### src/rtl/write_engine_pkg.sv
// Shared types and constants for the write engine.
package write_engine_pkg;

    localparam int CNT_WIDTH = 32;

    typedef enum logic [1:0] {
        IDLE  = 2'd0,
        WRITE = 2'd1,
        DRAIN = 2'd2
    } state_t;

endpackage

### src/rtl/write_engine_counter.sv
// Free-running up-counter with synchronous active-low clear and count enable.
module write_engine_counter #(
    parameter int WIDTH = 32
) (
    input  logic             CLK,
    input  logic             RSTN,
    input  logic             EN,
    output logic [WIDTH-1:0] VALUE
);

    // Count register: clear has priority over increment.
    always_ff @(posedge CLK) begin
        if (!RSTN) begin
            VALUE <= {WIDTH{1'b0}};
        end else if (EN) begin
            VALUE <= VALUE + WIDTH'(1);
        end
    end

endmodule

### src/rtl/write_engine.sv
// Write engine: latches a (start address, length) command, turns each accepted
// upstream beat into one peripheral write, and counts requests and acks separately.
module write_engine
    import write_engine_pkg::*;
#(
    parameter int DATA_WIDTH = 64,
    parameter int ADDR_WIDTH = 32
) (
    input  logic                  CLK,
    input  logic                  RSTN,
    input  logic                  WRITE_START,
    input  logic [ADDR_WIDTH-1:0] WADDR_START,
    input  logic [CNT_WIDTH-1:0]  WRITE_LENGTH,
    output logic                  BUSY,
    output logic                  WREQ_COUNT_DONE,
    output logic                  WACK_COUNT_DONE,
    output logic                  WACK_OVERFLOW,
    input  logic                  IN_VALID,
    input  logic [DATA_WIDTH-1:0] IN_DATA,
    output logic                  IN_READY,
    output logic                  WREQ,
    output logic [ADDR_WIDTH-1:0] WADDR,
    output logic [DATA_WIDTH-1:0] WDATA,
    input  logic                  WACK
);

    state_t                r_state;
    state_t                w_state_next;
    logic [CNT_WIDTH-1:0]  r_length;
    logic [ADDR_WIDTH-1:0] r_addr;
    logic                  r_wreq;
    logic [ADDR_WIDTH-1:0] r_waddr;
    logic [DATA_WIDTH-1:0] r_wdata;
    logic                  r_overflow;

    logic [CNT_WIDTH-1:0]  w_accepted;
    logic [CNT_WIDTH-1:0]  w_wreq_count;
    logic [CNT_WIDTH-1:0]  w_wack_count;
    logic                  w_start_accept;
    logic                  w_cnt_rstn;
    logic                  w_in_ready;
    logic                  w_accept;
    logic                  w_last_beat;
    logic                  w_ack_live;
    logic                  w_wack_full;
    logic                  w_wack_inc;
    logic                  w_ovf_set;

    // Starting a command clears all three counters through their reset input.
    assign w_start_accept = (r_state == IDLE) && WRITE_START;
    assign w_cnt_rstn     = RSTN && !w_start_accept;

    assign w_in_ready  = (r_state == WRITE) && (w_accepted < r_length);
    assign w_accept    = IN_VALID && w_in_ready;
    assign w_last_beat = w_accept && (w_accepted == (r_length - CNT_WIDTH'(1)));

    // Acks outside a command are stray and ignored; acks beyond length are flagged.
    assign w_ack_live  = WACK && (r_state != IDLE);
    assign w_wack_full = (w_wack_count == r_length);
    assign w_wack_inc  = w_ack_live && !w_wack_full;
    assign w_ovf_set   = w_ack_live && w_wack_full;

    write_engine_counter #(.WIDTH(CNT_WIDTH)) u_accept_cnt (
        .CLK   (CLK),
        .RSTN  (w_cnt_rstn),
        .EN    (w_accept),
        .VALUE (w_accepted)
    );

    write_engine_counter #(.WIDTH(CNT_WIDTH)) u_wreq_cnt (
        .CLK   (CLK),
        .RSTN  (w_cnt_rstn),
        .EN    (r_wreq),
        .VALUE (w_wreq_count)
    );

    write_engine_counter #(.WIDTH(CNT_WIDTH)) u_wack_cnt (
        .CLK   (CLK),
        .RSTN  (w_cnt_rstn),
        .EN    (w_wack_inc),
        .VALUE (w_wack_count)
    );

    // Next-state logic.
    always_comb begin
        w_state_next = r_state;
        case (r_state)
            IDLE: begin
                if (WRITE_START && (WRITE_LENGTH != CNT_WIDTH'(0))) begin
                    w_state_next = WRITE;
                end else begin
                    w_state_next = IDLE;
                end
            end
            WRITE: begin
                if (w_last_beat) begin
                    w_state_next = DRAIN;
                end else begin
                    w_state_next = WRITE;
                end
            end
            DRAIN: begin
                if (w_wack_full) begin
                    w_state_next = IDLE;
                end else begin
                    w_state_next = DRAIN;
                end
            end
            default: w_state_next = IDLE;
        endcase
    end

    // State, command latches, write-request pipeline stage and sticky overflow.
    always_ff @(posedge CLK) begin
        if (!RSTN) begin
            r_state    <= IDLE;
            r_length   <= {CNT_WIDTH{1'b0}};
            r_addr     <= {ADDR_WIDTH{1'b0}};
            r_wreq     <= 1'b0;
            r_waddr    <= {ADDR_WIDTH{1'b0}};
            r_wdata    <= {DATA_WIDTH{1'b0}};
            r_overflow <= 1'b0;
        end else begin
            r_state <= w_state_next;
            r_wreq  <= w_accept;
            if (w_start_accept) begin
                r_length <= WRITE_LENGTH;
                r_addr   <= WADDR_START;
            end else if (w_accept) begin
                r_addr <= r_addr + ADDR_WIDTH'(1);
            end
            if (w_accept) begin
                r_waddr <= r_addr;
                r_wdata <= IN_DATA;
            end
            if (w_start_accept) begin
                r_overflow <= 1'b0;
            end else if (w_ovf_set) begin
                r_overflow <= 1'b1;
            end
        end
    end

    assign BUSY            = (r_state != IDLE);
    assign WREQ_COUNT_DONE = (w_wreq_count == r_length);
    assign WACK_COUNT_DONE = w_wack_full;
    assign WACK_OVERFLOW   = r_overflow;
    assign IN_READY        = w_in_ready;
    assign WREQ            = r_wreq;
    assign WADDR           = r_waddr;
    assign WDATA           = r_wdata;

endmodule

### config.mk
export PLATFORM = sky130hd
export DESIGN_NAME = write_engine
export DESIGN_NICKNAME = d
export VERILOG_FILES = /design/src/rtl/write_engine_pkg.sv /design/src/rtl/write_engine_counter.sv /design/src/rtl/write_engine.sv
export SDC_FILE = /design/constraint.sdc
export NUM_CORES = 1
export LEC_CHECK = 0
export ABC_AREA = 1
export CAP_MARGIN = 15
export CORE_MARGIN = 2
export CORE_UTILIZATION = 55
export DETAILED_ROUTE_END_ITERATION = 8
export PLACE_DENSITY = 0.92
export SETUP_SLACK_MARGIN = 0.4
export SLEW_MARGIN = 15
export SYNTH_ARGS = -nofsm -noshare
export SYNTH_HDL_FRONTEND = slang
export SYNTH_SLANG_ARGS = --single-unit
### constraint.sdc
create_clock -name CLK -period 2.5 [get_ports CLK]
set_input_delay 0.5 -clock CLK [delete_from_list [all_inputs] [get_ports CLK]]
set_output_delay 0.5 -clock CLK [all_outputs]
set_load 0.005 [all_outputs]
==> impl_metrics.ini, run 1 <==
[cts]
cts_root_buf = clkbuf_16
clockBufferDepth = 3
cts_buffers = 29
cts_htree_levels = 1
cts_sinks = 260

[logic_synthesis]
syn_avg_cell_area_um2 = 6.80
synth_top_area_cell = dfxtp_1
synthTopCellsByArea = dfxtp_1 36%, nand2_1 15%, a21oi_1 8.1%
async_reset_ff_share_pct = 0
yosys_warnings = 0
synth_most_common_cell = nand2_1
synth_nets = 2317
synth-edff-count = 0
synth_top_area_share_pct = 35.6
netlist-cell-type-count = 49
ys_seq_elements = 260
ys_top_cells_by_count = 603 x nand2_1, 260 x dfxtp_1, 236 x a21oi_1, 182 x nor2_1, 168 x inv_1
synthCells = 2147
seq_area_frac_synth_pct = 35.6
synth.cell_area_um2 = 14600
synth_ff_type = dfxtp_1

[timing]
worstEndpointGrtRepair = WREQ_COUNT_DONE
endpoint_type = top-level output

[place]
dpl.hpwl_mm = 42.2
gp_congestion = 1.09
placedCellCount = 2827
portBuffers = 234
post_dp_cell_area_um2 = 18600

[floorplan]
std_cell_rows = 59
start_util_pct = 56.0
die_w_um = 167
io-pin-count = 235
die_y_um = 167

[outcome]
status = aborted with a tool error
error_line = [ERROR GRT-0232] Routing congestion too high. Check the congestion heatmap in the GUI.
lastStage = 5_1_grt

[global_routing]
grt_usage_pct = 86.8
grt_max_degree = 97
grt_overflow = 365
through the flow:
step | hold slack, ns | TNS (ns) | utilization (%) | setup WS [ns]
after floorplan | 0.447 | 0 | - | 0.384
after global placement | 0.436 | -0.562 | 71.4 | -0.228
after detailed placement | 0.447 | -0.755 | 71.4 | -0.203
after CTS | 0.401 | -2.65 | 79.8 | -0.232
kinds of logic after synthesis:
kind of cell | Yosys count | synth area share (%)
buffers and inverters | 267 | 7.56
and+or+nand+nor | 1069 | 32.3
adders and majority gates | 37 | 3.17
xor gates and xnor gates | 115 | 7.00
AOI/OAI and AO/OA | 399 | 14.4
DFF | 260 | 35.6
routing by layer:
metal,track usage [%],overflow
met1,86.6,2
met3,75.3,12
met2,98.8,179
met4,89.7,170
met5,43.8,2
timing repair:
item,in CTS
buffers inserted,29
pin swaps,41
gates cloned,15
resized for setup,190
setup endpoints to repair,206
hold buffers,0
hold endpoints to repair,0
==> inputs of run 2 (changes only) <==
- CORE_UTILIZATION: 55 -> 40
- PLACE_DENSITY: 0.92 -> not set
- PLACE_DENSITY_LB_ADDON: not set -> 0.15
- SETUP_SLACK_MARGIN: 0.4 -> not set
==> impl_metrics.ini, run 2 <==
[power_and_ir_drop]
power_density_nw_per_um2 = 506
p_sw_mw = 3.39
power_mw = 11.3
internal_power_mw = 7.93
ir_worst_vdd_mv = 0.505
pwr-share-seq_pct = 39.4
pwr-share-clk_pct = 39.0
comb_power_share_pct = 21.6
sw_frac_of_total_pct = 29.9
leakage_nw = 8.94

[cts]
ctsHoldBuffers = 0
cts_sinks = 260
cts_htree_levels = 1
cts_tree = built
clockBufferDepth = 3
clk_pin_slew_ns = 0.07
clk_latency_ns = 0.62
cts_root_buf = clkbuf_16
cts_buffers = 30

[critical_path]
critPathLaunchType = flop
slowest_delay_ns = 0.33
slowest_stage = dfxtp_2
cp_max_fo = 2
crit_required_ns = 2.00
path_cells = inv_2 -> ha_4 -> nand2_4 -> nor2_4 -> nand4_1 -> nor4_2 -> buf_4 -> nand2_2 -> nand2_2 -> inv_2 -> buf_2
critical-path-top-delay-family = simple AND/OR/NAND/NOR gates
endpoint_kind = output pin
crit_type = flop to output pin
worstPathArrival_ns = 2.25
crit_buf_inv = 4

[job]
maxCapViolCount = 0

[drt]
wirelength_mm = 57.9
drt_iter0_markers = 982
wl_met3_mm = 3.57
antenna_left = 0
highest_layer = met5
first_pass_iters = 6
wl_met2_mm = 27.5
vias_per_cell = 5.31
vias = 16300
wl_per_cell_um = 18.9
met1_length_mm = 24.5
post-route-drc-count = 0

[logic_synthesis]
synth-edff-count = 0
ys_top_cells_by_count = 603 x nand2_1, 260 x dfxtp_1, 236 x a21oi_1, 182 x nor2_1, 168 x inv_1
yosys_warnings = 0
synth.cell_area_um2 = 14600
synth_nets = 2317
synth_top_area_share_pct = 35.6
ys_seq_elements = 260
async_reset_ff_share_pct = 0
seq_area_frac_synth_pct = 35.6
syn_avg_cell_area_um2 = 6.80
synthCells = 2147
synth_top_area_cell = dfxtp_1
synth_ff_type = dfxtp_1
netlist-cell-type-count = 49
synth_most_common_cell = nand2_1
synthTopCellsByArea = dfxtp_1 36%, nand2_1 15%, a21oi_1 8.1%

[floorplan]
start_util_pct = 40.9
dieArea_um2 = 38100
die_y_um = 195
std_cell_rows = 69
core_um2 = 35700
io-pin-count = 235
die_w_um = 195

[place]
portBuffers = 234
dpl.hpwl_mm = 41.2
gp_congestion = 0.949
post_dp_cell_area_um2 = 18800
placedCellCount = 2957

[cells_and_area]
areaGrowthSynthToFinish_pct = 53.1
final_cell_mix = 474 x nand2_1, 243 x dfxtp_1, 230 x clkdlybuf4s50_1
drive_gt1_share_pct = 26.6
largest_reg_flops = 64
final_common_cell = nand2_1
fin_area_um2 = 22400
fillers = 3171
stdcell_count = 3061
utilization_pct = 62.6
antenna_cells = 0
fin_nets = 2748

[timing]
setup_tns_ns = -2.26
rsz0062_at_grt = yes
drv_slew = 0
fin_crit_sh_pct = 110
period_needed_ns = 2.75
hold_viol = 0
worst_slack_ns = -0.248
skew_ns = 0.0528
tightest_slew_ns = 0.730
max_freq_mhz = 364
setup_viol = 62
relSlewSlack_pct = 51.3

[global_routing]
grt_overflow = 0
grt_pass1_vias = 15300
antenna_found_initial = 2
grt_pass1_wl_mm = 83.2
grt_usage_pct = 27.5
grt_max_degree = 97

[outcome]
status = finished, violations left
violations = negative setup slack

[worst_hold_path]
hp-class = primary input to flop
[run 2: cell counts after synthesis]
No cell type changed its count.
[run 2: worst register-to-register path: cells and delay by family, from the launching register on]
kind / cells / cell delay, ns
flip-flops: 1 / 0.33
adder cells (fa/ha/maj): 1 / 0.26
buffers and inverters: 8 / 1.04
AND/OR/NAND/NOR: 6 / 0.58
AO/OA/AOI/OAI: 2 / 0.20
[run 2: what timing repair did]
action                                  CTS  global route
pin swaps                                20            77
endpoints found under the setup margin   41           192
gates resized for setup                  70           468
buffers inserted                         12            22
cloned                                    3            21
[run 2: cells by family after synthesis]
kind of cell	Yosys count	synth area share (%)
xor gates and xnor gates	115	7.00
DFF	260	35.6
buffers and inverters	267	7.56
AOI/OAI and AO/OA	399	14.4
adders and majority gates	37	3.17
and+or+nand+nor	1069	32.3
[run 2: power groups by stage]
stage | sequential, mW | combinational (mW) | clock (mW)
5_1_grt | 4.48 | 2.62 | 4.62
3_3_place_gp | 4.52 | 1.93 | 0
3_5_place_dp | 4.52 | 1.94 | 0
4_1_cts | 4.43 | 2.02 | 4.47
6_report | 4.47 | 2.44 | 4.41
2_1_floorplan | 4.51 | 0.951 | 0
[run 2: worst paths after layout]
path / startpoint / endpoint / slack [ns] / cells after the start
setup / recovery: r_length[28] / IN_READY / -0.25 / 11
hold / removal: RSTN / r_addr[30] / 0.27 / 3
setup reg to reg: r_length[28] / WDATA[18] / -0.07 / 17
hold reg to reg: WADDR[25] / WADDR[25] / 0.47 / 2
[run 2: area by class of cell]
type,count,area (um2),area share [%]
inverters,177,691,3.09
repair inverters,2,32.5,0.145
clock inverters,8,90.1,0.403
flip-flops and latches,260,5230,23.4
clock buffers,46,871,3.89
multi-input cells,1620,9890,44.2
repair buffers,487,4990,22.3
well taps,461,577,2.58
[run 2: routing by layer]
metal | up-vias | global-route usage (%)
met2 | 511 | 45.7
met1 | 7691 | 35.7
met3 | 114 | 5.22
met5 | - | 0
met4 | 2 | 9.19
li1 | 7949 | -
[run 2: metrics by stage]
stage | hold slack (ns) | setup slack (ns)
floorplan | 0.447 | 0.294
global placement | 0.438 | -0.213
detailed placement | 0.454 | -0.205
CTS | 0.224 | -0.352
global route | 0.270 | -0.343
finish | 0.270 | -0.248
(Power assumes the default switching activity.)
